[src/rtl/mutex_master_pkg.sv]
// Shared types and constants for the hardware-mutex Avalon master.
package mutex_master_pkg;

    // Sequencer states
    typedef enum logic [2:0] {
        ST_IDLE    = 3'd0,
        ST_WR_ACQ  = 3'd1,
        ST_RD_CHK  = 3'd2,
        ST_BACKOFF = 3'd3,
        ST_HELD    = 3'd4,
        ST_WR_REL  = 3'd5
    } state_t;

    // Mutex word layout: owner tag in the upper half, lock value in the lower half
    localparam int OWNER_MSB = 31;
    localparam int OWNER_LSB = 16;
    localparam int VALUE_MSB = 15;
    localparam int VALUE_LSB = 0;

    // Slave register map (1-bit address)
    localparam logic ADDR_MUTEX = 1'b0;
    localparam logic ADDR_RESET = 1'b1;

    // Build a mutex word from an owner tag and a value
    function automatic logic [31:0] mutex_word(input logic [15:0] owner, input logic [15:0] value);
        logic [31:0] w;
        w = '0;
        w[OWNER_MSB:OWNER_LSB] = owner;
        w[VALUE_MSB:VALUE_LSB] = value;
        return w;
    endfunction

endpackage

[src/rtl/mutex_backoff_timer.sv]
// 16-bit load/down-counter that times the idle gap before an acquire retry.
// load takes priority; start enables counting down; expired is high at zero.
module mutex_backoff_timer (
    input  logic        clk,
    input  logic        reset_n,
    input  logic        load,
    input  logic        start,
    input  logic [15:0] load_value,
    output logic        expired
);

    logic [15:0] count;

    // Load on request, otherwise count down to zero and hold there
    always_ff @(posedge clk or negedge reset_n) begin
        if (!reset_n) begin
            count <= 16'd0;
        end else if (load) begin
            count <= load_value;
        end else if (start && (count != 16'd0)) begin
            count <= count - 16'd1;
        end
    end

    assign expired = (count == 16'd0);

endmodule

[src/rtl/mutex_lock_master.sv]
// Avalon-MM master that takes and frees a hardware mutex for one requester:
// write-then-verify acquire, timed back-off on contention, release write.
// All outputs are registered from the next-state decode.
module mutex_lock_master
    import mutex_master_pkg::*;
#(
    parameter logic [15:0] OWNER_ID       = 16'h0001,
    parameter logic [15:0] LOCK_VALUE     = 16'h0001,
    parameter int unsigned BACKOFF_CYCLES = 16,
    parameter int unsigned MAX_RETRIES    = 0
) (
    input  logic        clk,
    input  logic        reset_n,
    input  logic        acquire,
    // 'release' is a reserved word in SystemVerilog, hence release_req
    input  logic        release_req,
    output logic        busy,
    output logic        locked,
    output logic        done,
    output logic        fail,
    output logic [15:0] retries,
    output logic        avm_address,
    output logic        avm_read,
    output logic        avm_write,
    output logic [31:0] avm_writedata,
    input  logic [31:0] avm_readdata,
    input  logic        avm_waitrequest
);

    localparam logic [31:0] ACQ_WORD     = mutex_word(OWNER_ID, LOCK_VALUE);
    localparam logic [31:0] REL_WORD     = mutex_word(OWNER_ID, 16'h0000);
    // Timer reaches zero after BACKOFF_CYCLES idle cycles when loaded with N-1
    localparam logic [15:0] BACKOFF_LOAD = 16'(BACKOFF_CYCLES - 1);
    localparam logic [15:0] RETRY_LIMIT  = 16'(MAX_RETRIES);

    state_t      state, state_nxt;
    logic        busy_nxt, locked_nxt, done_nxt, fail_nxt;
    logic        read_nxt, write_nxt;
    logic [31:0] wdata_nxt;
    logic [15:0] retries_nxt, retry_inc;
    logic        tmr_load, tmr_expired;

    mutex_backoff_timer u_backoff (
        .clk        (clk),
        .reset_n    (reset_n),
        .load       (tmr_load),
        .start      (state == ST_BACKOFF),
        .load_value (BACKOFF_LOAD),
        .expired    (tmr_expired)
    );

    // Saturating failed-verify count
    assign retry_inc = (retries == 16'hFFFF) ? retries : retries + 16'd1;

    // State register
    always_ff @(posedge clk or negedge reset_n) begin
        if (!reset_n) begin
            state <= ST_IDLE;
        end else begin
            state <= state_nxt;
        end
    end

    // Next-state decode plus next values of every registered output
    always_comb begin
        state_nxt   = state;
        done_nxt    = 1'b0;
        fail_nxt    = 1'b0;
        retries_nxt = retries;
        tmr_load    = 1'b0;

        case (state)
            ST_IDLE: begin
                // release while idle is dropped; acquire wins a tie
                if (acquire) begin
                    state_nxt   = ST_WR_ACQ;
                    retries_nxt = 16'd0;
                end
            end
            ST_WR_ACQ: begin
                if (!avm_waitrequest) state_nxt = ST_RD_CHK;
            end
            ST_RD_CHK: begin
                if (!avm_waitrequest) begin
                    if (avm_readdata == ACQ_WORD) begin
                        state_nxt = ST_HELD;
                        done_nxt  = 1'b1;
                    end else begin
                        retries_nxt = retry_inc;
                        if ((RETRY_LIMIT != 16'd0) && (retry_inc == RETRY_LIMIT)) begin
                            state_nxt = ST_IDLE;
                            fail_nxt  = 1'b1;
                        end else begin
                            state_nxt = ST_BACKOFF;
                            tmr_load  = 1'b1;
                        end
                    end
                end
            end
            ST_BACKOFF: begin
                if (tmr_expired) state_nxt = ST_WR_ACQ;
            end
            ST_HELD: begin
                // release wins a tie; a repeated acquire just acknowledges
                if (release_req) begin
                    state_nxt = ST_WR_REL;
                end else if (acquire) begin
                    done_nxt = 1'b1;
                end
            end
            ST_WR_REL: begin
                if (!avm_waitrequest) begin
                    state_nxt = ST_IDLE;
                    done_nxt  = 1'b1;
                end
            end
            default: state_nxt = ST_IDLE;
        endcase

        // Bus and status levels follow the state being entered
        write_nxt  = (state_nxt == ST_WR_ACQ) || (state_nxt == ST_WR_REL);
        read_nxt   = (state_nxt == ST_RD_CHK);
        busy_nxt   = (state_nxt != ST_IDLE) && (state_nxt != ST_HELD);
        locked_nxt = (state_nxt == ST_HELD) || (state_nxt == ST_WR_REL);
        wdata_nxt  = 32'd0;
        if (state_nxt == ST_WR_ACQ) wdata_nxt = ACQ_WORD;
        if (state_nxt == ST_WR_REL) wdata_nxt = REL_WORD;
    end

    // Output registers
    always_ff @(posedge clk or negedge reset_n) begin
        if (!reset_n) begin
            busy          <= 1'b0;
            locked        <= 1'b0;
            done          <= 1'b0;
            fail          <= 1'b0;
            retries       <= 16'd0;
            avm_address   <= ADDR_MUTEX;
            avm_read      <= 1'b0;
            avm_write     <= 1'b0;
            avm_writedata <= 32'd0;
        end else begin
            busy          <= busy_nxt;
            locked        <= locked_nxt;
            done          <= done_nxt;
            fail          <= fail_nxt;
            retries       <= retries_nxt;
            avm_address   <= ADDR_MUTEX;
            avm_read      <= read_nxt;
            avm_write     <= write_nxt;
            avm_writedata <= wdata_nxt;
        end
    end

endmodule

[config.mk]
export PLATFORM = sky130hd
export DESIGN_NAME = mutex_lock_master
export DESIGN_NICKNAME = d
export VERILOG_FILES = /design/src/rtl/mutex_master_pkg.sv /design/src/rtl/mutex_backoff_timer.sv /design/src/rtl/mutex_lock_master.sv
export SDC_FILE = /design/constraint.sdc
export NUM_CORES = 1
export LEC_CHECK = 0
export BUFFER_PORTS_ARGS = -buffer_cell sky130_fd_sc_hd__buf_4
export CAP_MARGIN = 25
export CORE_ASPECT_RATIO = 1.75
export CORE_MARGIN = 8
export CORE_UTILIZATION = 45
export DETAILED_ROUTE_END_ITERATION = 7
export GPL_TIMING_DRIVEN = 0
export HOLD_SLACK_MARGIN = 0.12
export PLACE_DENSITY = 0.78
export SYNTH_ARGS = -nofsm -noshare
export SYNTH_HDL_FRONTEND = slang
export SYNTH_SLANG_ARGS = --single-unit
[constraint.sdc]
create_clock -name clk -period 2 [get_ports clk]
set_clock_uncertainty 0.05 [all_clocks]
set_input_delay 0.5 -clock clk [delete_from_list [all_inputs] [get_ports clk]]
set_output_delay 0.5 -clock clk [all_outputs]
set_load 0.05 [all_outputs]
==> results.sh, run 1 <==
export IMPL_outcome="finished, violations left"
export IMPL_violations="negative setup slack"
export IMPL_finalSetupViolCount=16
export IMPL_die_x_um=72.7
export IMPL_power_density_mw_per_mm2=970
export IMPL_max_freq_mhz=469
export IMPL_start_util=0.460
export IMPL_slowest_delay_ns=0.58
export IMPL_die_h_um=115
export IMPL_period_needed_ns=2.13
export IMPL_port_buffers=59
export IMPL_hpwl_um=5030
export IMPL_antenna_found_initial=0
export IMPL_insertion_delay_ns=0.29
export IMPL_antenna_left=0
export IMPL_crit_chain="or4_4 > or2_4 > or3_4 > or3_1 > a21oi_2"
export IMPL_yosysTopAreaCell="dfrtp_1"
export IMPL_cp_end_kind="flop"
export IMPL_drtIter0Drc=178
export IMPL_grt_pass1_wl_um=11800
export IMPL_area_growth_pct=47.5
export IMPL_nets=431
export IMPL_fin_tns_setup_ns=-0.747
export IMPL_slew_headroom=0.646
export IMPL_yosys_mux_area_fraction=0.0356
export IMPL_drive_gt1_frac=0.445
export IMPL_fin_ws_ns=-0.133
export IMPL_finalCoreUtilization=0.679
export IMPL_yosys_area_top_type_share=0.406
export IMPL_hold_viol=0
export IMPL_peakVddDrop_uv=686
export IMPL_crit_fanout=4
export IMPL_yosys_area_share_simple=0.274
export IMPL_grt_max_degree=42
export IMPL_clockBufferDepth=2
export IMPL_synthAdderAreaFrac=0.0148
export IMPL_drv_slew=0
export IMPL_maxCapViolCount=0
export IMPL_synth_area_leaders="dfrtp_1 41%, buf_4 9.8%, mux2i_1 3.6%"
export IMPL_final_area_mm2=0.00373
export IMPL_cts_tree="done"
export IMPL_period_share=1.07
export IMPL_wl_um=7420
export IMPL_grt_pass1_vias=2567
export IMPL_synth_xor_area_share=0.0312
export IMPL_synth_compound_area_frac=0.117
export IMPL_ys_types=53
export IMPL_cp_required_ns=2.18
export IMPL_syn_avg_cell_area_um2=9.37
export IMPL_die_area_mm2=0.00837
export IMPL_rsz0062_at_grt="true"
export IMPL_total_power_uw=3620
export IMPL_root_buffer="clkbuf_8"
export IMPL_power_leakage_uw=0.00180
export IMPL_synth_area_mm2=0.00253
export IMPL_overflow=0
export IMPL_diodes=0
export IMPL_first_pass_iters=4
export IMPL_hp_class="primary input to asynchronous set/reset pin"
export IMPL_async_reset_ff_frac=1.00
export IMPL_clk_pin_slew_ns=0.08
export IMPL_synth_seq_cells=41
export IMPL_rows=36
export IMPL_drc=0
export IMPL_cpLargestDelayFamily="simple AND/OR/NAND/NOR gates"
export IMPL_worst_setup_path_type="flop to flop"
export IMPL_htreeDepth=2
export IMPL_placed_area_mm2=0.00323
export IMPL_worstPathArrival_ns=2.31
export IMPL_seq_area_frac_synth=0.406
export IMPL_via_per_inst=5.24
export IMPL_synth_most_common_cell="dfrtp_1"
export IMPL_core_mm2=0.00550
export IMPL_synth_edf_count=0
export IMPL_synth_common_cells="41 x dfrtp_1, 33 x buf_4, 24 x nor2_1"
export IMPL_cts_sink_count=41
export IMPL_syn_inst=270
export IMPL_ios=92
export IMPL_cts_buffers=5
export IMPL_slowest_stage="or4_4"
export IMPL_crit_buf_inv=0
export IMPL_wl_per_cell_um=15.9
export IMPL_grt_usage=0.175
export IMPL_vias=2447
export IMPL_synthFlopType="dfrtp_1"
export IMPL_synth_warnings=0
export IMPL_synth_top_family_by_area="simple AND/OR/NAND/NOR gates"
export IMPL_startpoint_type="flop"
export IMPL_tightest_slew_ns=0.531
export IMPL_routabilityCongestion=0.885
==> final timing paths <==
check	startpoint	endpoint	slack, ns	cells past startpoint
min in group clk	acquire	done	0.47	3
max reg2reg	u_backoff.count[7]	u_backoff.count[10]	-0.13	5
max in group asynchronous	reset_n	retries[0]	1.38	1
max	u_backoff.count[7]	u_backoff.count[10]	-0.13	5
min	reset_n	avm_read	0.13	1
min reg2reg	retries[0]	retries[0]	0.48	1
==> sequential cells by signal, indices dropped and copies added (netlist names) <==
name / cells
busy: 1
avm_read: 1
avm_write: 1
state: 3
avm_writedata: 1
u_backoff.count: 16
locked: 1
done: 1
retries: 16
==> metal layers <==
| layer | track usage | up-vias | wire length (um) |
|---|---|---|---|
| met4 | 0.0833 | 0 | 242 |
| li1 | - | 1171 | - |
| met2 | 0.326 | 79 | 4310 |
| met3 | 0.0306 | 18 | 260 |
| met5 | 0 | - | 0 |
| met1 | 0.179 | 1179 | 2610 |
==> cell families (layout without fill, tap and decap cells) <==
family                     Yosys count  after routing
DFF                                 41             41
and+or+nand+nor                    118            118
adders and majority gates            3              3
buffers and inverters               46            136
other                                1             32
AOI/OAI and AO/OA                   43             43
xor gates and xnor gates             9              9
muxes                                9              9
==> per-stage QoR <==
stage	cells	hold WS [ns]	worst slack, ns
CTS	457	0.146	-0.146
detailed placement	437	0.436	-0.506
global route	467	0.168	-0.192
finish	467	0.127	-0.133
floorplan	301	0.154	-0.0967
global placement	436	0.415	-0.527
==> repair_timing <==
item,in CTS,in global routing
resized for setup,25,22
endpoints found under the setup margin,28,29
buffers inserted,13,11
hold buffers,0,0
pin swaps,15,14
==> power by group <==
group          switching (uW)  leakage (uW)  internal (uW)
Combinational            1080       0.00121            770
Clock                     286     0.0000540            363
Sequential                144      0.000534            979
==> cells in the final DEF, fill, tap and decap left out, types with 4 or more instances in the layout <==
cell type / Yosys / routed
a211oi_1: 4 / 4
a21oi_1: 12 / 10
buf_4: 33 / 114
clkbuf_8: 0 / 5
conb_1: 1 / 32
dfrtp_1: 41 / 35
dfrtp_2: 0 / 6
inv_1: 6 / 4
mux2i_1: 9 / 9
nand2_1: 18 / 18
nand3_1: 10 / 8
nand4_1: 7 / 7
nor2_1: 24 / 22
nor4_1: 9 / 7
nor4_4: 0 / 4
or2_2: 5 / 5
xnor2_1: 9 / 9
==> cell type report <==
type / instances / area [um^2]
Buffer: 39 / 283
Clock buffer: 5 / 68.8
Clock inverter: 2 / 35.0
Fill cell: 448 / 1770
Inverter: 6 / 22.5
Multi-Input combinational cell: 214 / 1550
Sequential cell: 41 / 1030
Tap cell: 76 / 95.1
Timing Repair Buffer: 84 / 642
Note: power is estimated with default switching activity, not from simulation.
==> inputs of run 2 (changes only) <==
==> constraint.sdc (replaced) <==
create_clock -name clk -period 2 [get_ports clk]
set_clock_uncertainty 0.05 [all_clocks]
set_input_delay 0.1 -clock clk [delete_from_list [all_inputs] [get_ports clk]]
set_output_delay 0.1 -clock clk [all_outputs]
set_load 0.05 [all_outputs]
==> results.sh, run 2 (synthesis results as in run 1) <==
export IMPL_final_area_mm2=0.00377
export IMPL_highest_layer="met4"
export IMPL_tightest_slew_ns=0.543
export IMPL_grt_usage=0.161
export IMPL_worst_setup_path_type="flop to flop"
export IMPL_grt_pass1_vias=2412
export IMPL_crit_fanout=4
export IMPL_violations="negative setup slack"
export IMPL_wl_um=7320
export IMPL_fin_ws_ns=-0.158
export IMPL_die_h_um=115
export IMPL_power_leakage_uw=0.00184
export IMPL_cts_tree="done"
export IMPL_area_growth_pct=49.0
export IMPL_core_mm2=0.00550
export IMPL_slew_headroom=0.637
export IMPL_p_sw_frac=0.411
export IMPL_cp_end_kind="flop"
export IMPL_drv_slew=0
export IMPL_vias=2439
export IMPL_worstPathArrival_ns=2.29
export IMPL_drtIter0Drc=190
export IMPL_routabilityCongestion=0.842
export IMPL_max_freq_mhz=463
export IMPL_drc=0
export IMPL_htreeDepth=2
export IMPL_placed_area_mm2=0.00323
export IMPL_first_pass_iters=4
export IMPL_nets=437
export IMPL_pre_cts_ws_ns=-0.314
export IMPL_port_buffers=59
export IMPL_diodes=0
export IMPL_cp_required_ns=2.14
export IMPL_rows=36
export IMPL_maxCapViolCount=0
export IMPL_final_common_cell="buf_4"
export IMPL_share_comb_of_total_power=0.505
export IMPL_p_sw_uw=1520
export IMPL_total_power_uw=3700
export IMPL_route_met2_wl_um=4110
export IMPL_root_buffer="clkbuf_8"
export IMPL_internal_power_uw=2180
export IMPL_ios=92
export IMPL_clock_power_share=0.189
export IMPL_drive_gt1_frac=0.435
export IMPL_drt_met1_wl_um=2700
export IMPL_grt_pass1_wl_um=10900
export IMPL_cts_buffers=5
export IMPL_rsz0062_at_grt="true"
export IMPL_die_x_um=72.7
export IMPL_startpoint_type="flop"
export IMPL_wl_per_cell_um=15.4
export IMPL_die_area_mm2=0.00837
export IMPL_final_cells=474
export IMPL_clockBufferDepth=2
export IMPL_hpwl_um=4930
export IMPL_top_regs="retries: 16 flops, u_backoff.count: 16 flops, state: 3 flops"
export IMPL_finalSetupViolCount=16
export IMPL_period_share=1.08
export IMPL_place_inst=437
export IMPL_pwr_share_seq=0.306
export IMPL_power_density_mw_per_mm2=981
export IMPL_hp_class="primary input to flop"
export IMPL_start_util=0.460
export IMPL_wl_met3_um=354
export IMPL_clk_pin_slew_ns=0.09
export IMPL_antenna_left=0
export IMPL_outcome="finished, violations left"
export IMPL_cts_sink_count=41
export IMPL_insertion_delay_ns=0.30
export IMPL_antenna_found_initial=0
export IMPL_via_per_inst=5.15
export IMPL_period_needed_ns=2.16
export IMPL_peakVddDrop_uv=550
export IMPL_grt_max_degree=42
export IMPL_overflow=0
export IMPL_final_cell_mix="115 x buf_4, 35 x dfrtp_1, 32 x conb_1"
export IMPL_hold_viol=0
[run 2: layout make-up]
class	instances	area, um^2
plain buffers	39	280
clock buffers	7	86.3
clock inverters	1	30.0
fillers	433	1730
inverters	6	22.5
multi-input cells	214	1510
flip-flops and latches	41	1030
well taps	76	95.1
repair buffers	90	709
[run 2: worst paths after layout]
check                                          from                   to  slack, ns  depth (start not counted)
worst max-delay path             u_backoff.count[7]                 busy      -0.16                          5
worst min-delay path                    release_req                 done       0.13                          4
worst max register to register   u_backoff.count[7]                 busy      -0.16                          5
worst min register to register  u_backoff.count[12]  u_backoff.count[12]       0.47                          1
max in group asynchronous                   reset_n           retries[1]       1.23                          2
min in group asynchronous                   reset_n                 done       0.27                          2
[run 2: through the flow]
step                      TNS [ns]  utilization  hold slack [ns]
after detailed placement     -4.25        0.588           0.0640
final                        -1.69        0.686            0.130
after floorplan             -0.613            -           -0.246
after global placement       -4.58        0.586           0.0629
after CTS                   -0.628        0.649            0.125
after global routing         -2.61        0.686            0.187
[run 2: power groups by stage]
stage          logic, uW  registers, uW  clock network, uW
3_3_place_gp        1370           1120                  0
4_1_cts             1650           1120                707
3_5_place_dp        1410           1130                  0
5_1_grt             2000           1150                743
2_1_floorplan        865           1300                  0
6_report            1870           1130                698
[run 2: layer usage]
layer | vias up | global-route usage
met2 | 72 | 0.301
met4 | 0 | 0.0685
met5 | - | 0
met3 | 13 | 0.0384
li1 | 1178 | -
met1 | 1176 | 0.161
[run 2: repair_timing]
action	CTS	global route
pin swaps	13	17
hold buffers	3	0
endpoints found under the setup margin	27	30
gates resized for setup	19	19
endpoints found under the hold margin	44	0
buffers inserted	12	15
[run 2: critical path: stages (launching register included)]
cell     delay [ns]
dfrtp_1        0.39
or4_4          0.57
nor4_4         0.33
a21oi_4        0.11
a311o_1        0.36
or2_1          0.23
